**src/rtl/pfi_sched.sv**
```systemverilog
// pfi_sched: feeds a symbol packer from two requesters and drains it in frames.
// The join side is a combinational two-way round-robin arbiter. The pop side is
// a small IDLE/RUN/DONE machine that asks for chunks of at most 16 symbols
// until the requested frame length has been popped.
module pfi_sched #(
    parameter int FRAME_W = 10
) (
    input  logic               i_core_clk,
    input  logic               i_rx_rst,
    // requester 0
    input  logic               rq0_valid,
    input  logic [3:0]         rq0_amount,
    input  logic [95:0]        rq0_data,
    output logic               rq0_ready,
    // requester 1
    input  logic               rq1_valid,
    input  logic [3:0]         rq1_amount,
    input  logic [95:0]        rq1_data,
    output logic               rq1_ready,
    // packer join side
    output logic               join_enable,
    output logic [3:0]         join_amount,
    output logic [95:0]        join_data,
    input  logic               join_permit,
    // packer pop side
    output logic               pop_permit,
    output logic [3:0]         pop_amount,
    input  logic               pop_enable,
    // frame control
    input  logic               cfg_start,
    input  logic [FRAME_W-1:0] cfg_frame_len,
    output logic               busy,
    output logic               frame_done,
    output logic               cfg_err
);

    typedef enum logic [1:0] {
        ST_IDLE = 2'd0,
        ST_RUN  = 2'd1,
        ST_DONE = 2'd2
    } state_t;

    state_t             state_q, state_d;
    logic [FRAME_W-1:0] remaining_q, remaining_d;
    logic               ptr_q, ptr_d;
    logic               busy_q, busy_d;
    logic               frame_done_q, frame_done_d;
    logic               cfg_err_q, cfg_err_d;
    logic               pop_permit_q, pop_permit_d;
    logic [3:0]         pop_amount_q, pop_amount_d;

    // ---------------------------------------------------------------------
    // Join arbitration
    // ---------------------------------------------------------------------
    logic [1:0] rq_valid;
    logic [1:0] grant;
    logic       handshake;

    assign rq_valid = {rq1_valid, rq0_valid};

    // A requester wins if it is valid and either preferred or uncontested.
    generate
        for (genvar gi = 0; gi < 2; gi++) begin : g_grant
            assign grant[gi] = rq_valid[gi] & ((ptr_q == 1'(gi)) | ~rq_valid[1-gi]);
        end
    endgenerate

    assign join_enable = |grant;
    assign rq0_ready   = grant[0] & join_permit;
    assign rq1_ready   = grant[1] & join_permit;
    assign handshake   = join_enable & join_permit;

    // Route the granted requester's payload; kept free of join_permit so the
    // packer's permit logic never closes a combinational loop through here.
    always_comb begin
        join_amount = '0;
        join_data   = '0;
        if (grant[0]) begin
            join_amount = rq0_amount;
            join_data   = rq0_data;
        end else if (grant[1]) begin
            join_amount = rq1_amount;
            join_data   = rq1_data;
        end
    end

    // After a handshake the other requester becomes preferred; stalls hold it.
    always_comb begin
        ptr_d = ptr_q;
        if (handshake) begin
            ptr_d = grant[0];
        end
    end

    // ---------------------------------------------------------------------
    // Pop frame machine
    // ---------------------------------------------------------------------
    logic [4:0] chunk;
    logic [4:0] chunk_next;
    logic [4:0] chunk_next_m1;

    // Symbols popped this cycle: never more than what is left of the frame.
    assign chunk = (remaining_q >= FRAME_W'(16)) ? 5'd16 : remaining_q[4:0];

    // Next-state and next-output computation for the frame machine.
    always_comb begin
        state_d     = state_q;
        remaining_d = remaining_q;
        cfg_err_d   = 1'b0;

        case (state_q)
            ST_IDLE: begin
                if (cfg_start) begin
                    if (cfg_frame_len != '0) begin
                        remaining_d = cfg_frame_len;
                        state_d     = ST_RUN;
                    end else begin
                        cfg_err_d = 1'b1;
                    end
                end
            end
            ST_RUN: begin
                if (pop_enable) begin
                    remaining_d = remaining_q - FRAME_W'(chunk);
                    if (remaining_d == '0) begin
                        state_d = ST_DONE;
                    end
                end
            end
            ST_DONE: begin
                state_d = ST_IDLE;
            end
            default: begin
                state_d     = ST_IDLE;
                remaining_d = '0;
            end
        endcase

        // Outputs are registered from the next state so they line up exactly
        // with the state they describe.
        chunk_next    = (remaining_d >= FRAME_W'(16)) ? 5'd16 : remaining_d[4:0];
        chunk_next_m1 = chunk_next - 5'd1;
        busy_d        = (state_d != ST_IDLE);
        frame_done_d  = (state_d == ST_DONE);
        pop_permit_d  = (state_d == ST_RUN);
        pop_amount_d  = (state_d == ST_RUN) ? chunk_next_m1[3:0] : 4'd0;
    end

    // All state and registered outputs; reset abandons any frame in flight.
    always_ff @(posedge i_core_clk or posedge i_rx_rst) begin
        if (i_rx_rst) begin
            state_q      <= ST_IDLE;
            remaining_q  <= '0;
            ptr_q        <= 1'b0;
            busy_q       <= 1'b0;
            frame_done_q <= 1'b0;
            cfg_err_q    <= 1'b0;
            pop_permit_q <= 1'b0;
            pop_amount_q <= 4'd0;
        end else begin
            state_q      <= state_d;
            remaining_q  <= remaining_d;
            ptr_q        <= ptr_d;
            busy_q       <= busy_d;
            frame_done_q <= frame_done_d;
            cfg_err_q    <= cfg_err_d;
            pop_permit_q <= pop_permit_d;
            pop_amount_q <= pop_amount_d;
        end
    end

    assign busy       = busy_q;
    assign frame_done = frame_done_q;
    assign cfg_err    = cfg_err_q;
    assign pop_permit = pop_permit_q;
    assign pop_amount = pop_amount_q;

endmodule
```
**config.mk**
```make
export PLATFORM = sky130hd
export DESIGN_NAME = pfi_sched
export DESIGN_NICKNAME = d
export VERILOG_FILES = /design/src/rtl/pfi_sched.sv
export SDC_FILE = /design/constraint.sdc
export NUM_CORES = 1
export LEC_CHECK = 0
export ABC_AREA = 1
export CAP_MARGIN = 5
export CORE_AREA = 2 2 129 131
export DETAILED_ROUTE_END_ITERATION = 10
export DIE_AREA = 0 0 131 133
export GPL_TIMING_DRIVEN = 0
export SYNTH_ARGS = -nofsm -noshare
export SYNTH_HDL_FRONTEND = slang
export SYNTH_SLANG_ARGS = --single-unit
```
**constraint.sdc**
```tcl
create_clock -name i_core_clk -period 2.6 [get_ports i_core_clk]
set_input_delay 0.52 -clock i_core_clk [delete_from_list [all_inputs] [get_ports i_core_clk]]
set_output_delay 0.52 -clock i_core_clk [all_outputs]
set_load 0.01 [all_outputs]
```
==> results.py <==
metrics = {
    "sta": {
        "tightestPinTransition_ns": 0.801,
        "period_minus_slack_ns": 2.51,
        "finalHoldViolations": 0,
        "finalCritPeriodShare_pct": 96.6,
        "maxSlewHeadroom_pct": 46.6,
        "fin_worst_skew_ns": 0.00531,
        "whs_ns": 0.548,
        "report.final.slew_viol_count": 0,
        "fmax_mhz": 398,
        "final-setup-viol-count": 0,
    },
    "routing": {
        "drt_pass1_iterations": 4,
        "drt.antenna.violating_nets": 0,
        "finalWirelength_um": 18800,
        "drc": 0,
        "drt_iter0_markers": 170,
        "dr_total_vias": 4712,
        "via_per_inst": 4.26,
        "wl_per_cell_um": 17.0,
    },
    "synth": {
        "synth_top_area_share_pct": 19.7,
        "ys_types": 29,
        "yosys_warnings": 0,
        "synth-async-reset-ratio_pct": 100,
        "synth_cells": 544,
        "synth_area_leader_cell": "nand3_1",
        "synth-seq-area-share_pct": 17.5,
        "ys_ff_latch": 21,
        "synthTopCellsByArea": "nand3_1 (20%), o21ai_0 (18%), dfrtp_1 (18%)",
        "syn_area_per_cell_um2": 5.52,
        "synth_edf_count": 0,
        "ys.flop_type": "dfrtp_1",
        "synth_area_um2": 3000,
        "syn-num-nets": 764,
    },
    "global_route": {
        "grt-busiest-layer": "met2",
        "grt.met1_usage_pct": 25.7,
        "use_met2_pct": 35.1,
        "grtUsageMet3_pct": 7.28,
        "grt_pass1_wl_um": 27300,
        "grt_overflow_total": 0,
        "antenna_found_initial": 4,
        "grt_pass1_vias": 4645,
        "track_usage_pct": 20.8,
        "grt_max_degree": 22,
    },
    "job": {
        "maxCapViolCount": 0,
    },
    "floorplanning": {
        "start_util_pct": 18.6,
        "die_w_um": 131,
        "fp.dieArea_um2": 17400,
        "ios": 328,
        "fp-row-count": 47,
        "fp.dieH_um": 133,
        "coreArea_um2": 16200,
    },
    "placed_design": {
        "io_buffers": 327,
        "gp_congestion": 0.897,
        "hpwl_um": 15800,
    },
    "layout": {
        "layout_commonest_cell": "clkdlybuf4s50_1",
        "drive_above_1_share_pct": 12.2,
        "multi_input_area_um2": 1940,
        "seqCellArea_um2": 526,
        "nFillCells": 1782,
        "finalNetCount": 1105,
        "area_growth_pct": 130,
        "mostFrequentLayoutCells": "clkdlybuf4s50_1 (222), inv_1 (126), nand3_1 (116)",
    },
    "pwr": {
        "post-layout-total-power_mw": 2.92,
        "vdd_ir_drop_max_uv": 267,
        "power.density_nw_per_um2": 424,
        "p_leak_nw": 3.40,
    },
    "clocking": {
        "insertion_delay_ns": 0.25,
        "clk_path_buf_depth": 2,
        "cts_tree": "yes",
        "cts.sinks": 21,
        "clk_pin_slew_ns": 0.06,
        "hold_buffers": 0,
        "htree_levels": 1,
        "root_buffer": "clkbuf_16",
        "cts_buffers": 3,
    },
    "critical_path": {
        "cp.required_ns": 2.08,
        "critPathBufInv": 6,
        "cp_slowest_cell": "dlygate4sd1_1",
        "arrival_ns": 1.99,
        "critPathMaxFanout": 10,
        "slowest_delay_ns": 0.29,
        "path_cells": "dlygate4sd2_1, inv_1, o21ai_4, clkbuf_8, buf_12, clkbuf_4, o21ai_0, dlygate4sd1_1",
        "crit_type": "in2out",
        "crit_family": "buffers and inverters",
        "worst_setup_path_start_kind": "primary input",
        "critPathCaptureType": "output port",
    },
    "run_status": {
        "status": "finished, final reports clean",
    },
    "worst_hold_path": {
        "hold_class": "reg2reg",
    },
}
-- timing repair --
| action | CTS | global route |
|---|---|---|
| cloned | 1 | 0 |
| gates resized for setup | 216 | 24 |
| buffers inserted | 6 | 2 |
| pin swaps | 1 | 10 |
| setup endpoints to repair | 104 | 7 |
-- state kept, by name, indices dropped and copies added, names as in the netlist --
signal / flops
remaining_q: 10
pop_permit: 1
busy: 1
pop_amount: 4
cfg_err: 1
ptr_q: 1
state_q: 2
frame_done: 1
-- worst register-to-register path, stage by stage, from the launching register on --
cell and delay [ns]:
dfrtp_1 0.46, nor2_2 0.20, nand3_4 0.13, nand2_1 0.11
ha_1 0.24, inv_1 0.05, nand2_1 0.05, nor3_2 0.18
nand3_1 0.08, a21oi_1 0.12, nand3b_1 0.21, o21ai_4 0.24
buf_4 0.15, a21oi_1 0.04
-- synthesized netlist by cell type (2+ instances only) --
master	count
conb_1	2
o21ai_2	2
nand2_1	57
clkbuf_1	32
nand3b_1	2
nor3_1	2
o21ai_1	2
nand3_4	3
nor2_2	7
o21bai_2	2
a21oi_2	2
a21oi_1	5
inv_2	8
nor2_1	21
o21ai_0	108
nand2_2	7
ha_1	3
o211ai_1	2
inv_1	127
nand3_1	118
nand3_2	2
dfrtp_1	21
nor2_4	3
-- power by group --
| group | total (mW) | internal [mW] | switching (mW) | leakage [nW] |
|---|---|---|---|---|
| clock | 0.320 | 0.206 | 0.114 | 0.0409 |
| sequential | 0.559 | 0.438 | 0.120 | 0.235 |
| combinational | 2.04 | 0.962 | 1.08 | 3.12 |
| total | 2.92 | 1.61 | 1.32 | 3.40 |
-- logic make-up after synthesis --
logic type | Yosys count | share of synthesized area, %
AO/OA/AOI/OAI | 126 | 22.3
flip-flops | 21 | 17.5
other | 2 | 0.250
XOR/XNOR | 1 | 0.292
adder cells (fa/ha/maj) | 3 | 1.25
AND/OR/NAND/NOR | 223 | 37.4
buffers and inverters | 168 | 21.0
-- per-layer routing --
metal	part of all wire [%]	wire length, um
met1	40	7500
met2	50	9320
met4	0.78	147
met3	9.7	1830
met5	0.053	10
-- layout make-up --
class,count,share of cell area [%]
plain buffers,33,3.90
repair buffers,336,47.8
diodes,3,0.109
clock inverters,1,0.0726
clock buffers,3,1.09
well taps,220,3.99
multi-input cells,355,28.1
flip-flops and latches,21,7.62
inverters,135,7.35
-- per-stage QoR --
step	worst slack, ns	instances	utilization [%]	setup TNS, ns	area [um^2]
after global placement	-1.19	1091	40.5	-92.05	6550
after CTS	0.00146	1102	42.0	0	6790
final	0.0879	1107	42.6	0	6890
after detailed placement	-1.23	1091	40.5	-95.03	6550
after floorplan	0.530	544	-	0	3000
after global routing	-0.0180	1106	42.6	-0.0180	6890
-- worst paths after layout --
kind | start | to | slack (ns) | depth (start not counted)
max | rq0_valid | join_data[76] | 0.09 | 8
max in group asynchronous | i_rx_rst | remaining_q[4] | 1.37 | 2
min | remaining_q[1] | remaining_q[1] | 0.55 | 2
max reg2reg | remaining_q[9] | pop_amount[2] | 0.22 | 13
min reg2reg | remaining_q[1] | remaining_q[1] | 0.55 | 2
min in group asynchronous | i_rx_rst | frame_done | 0.73 | 2
No activity file was read; power rests on OpenSTA's default activity.
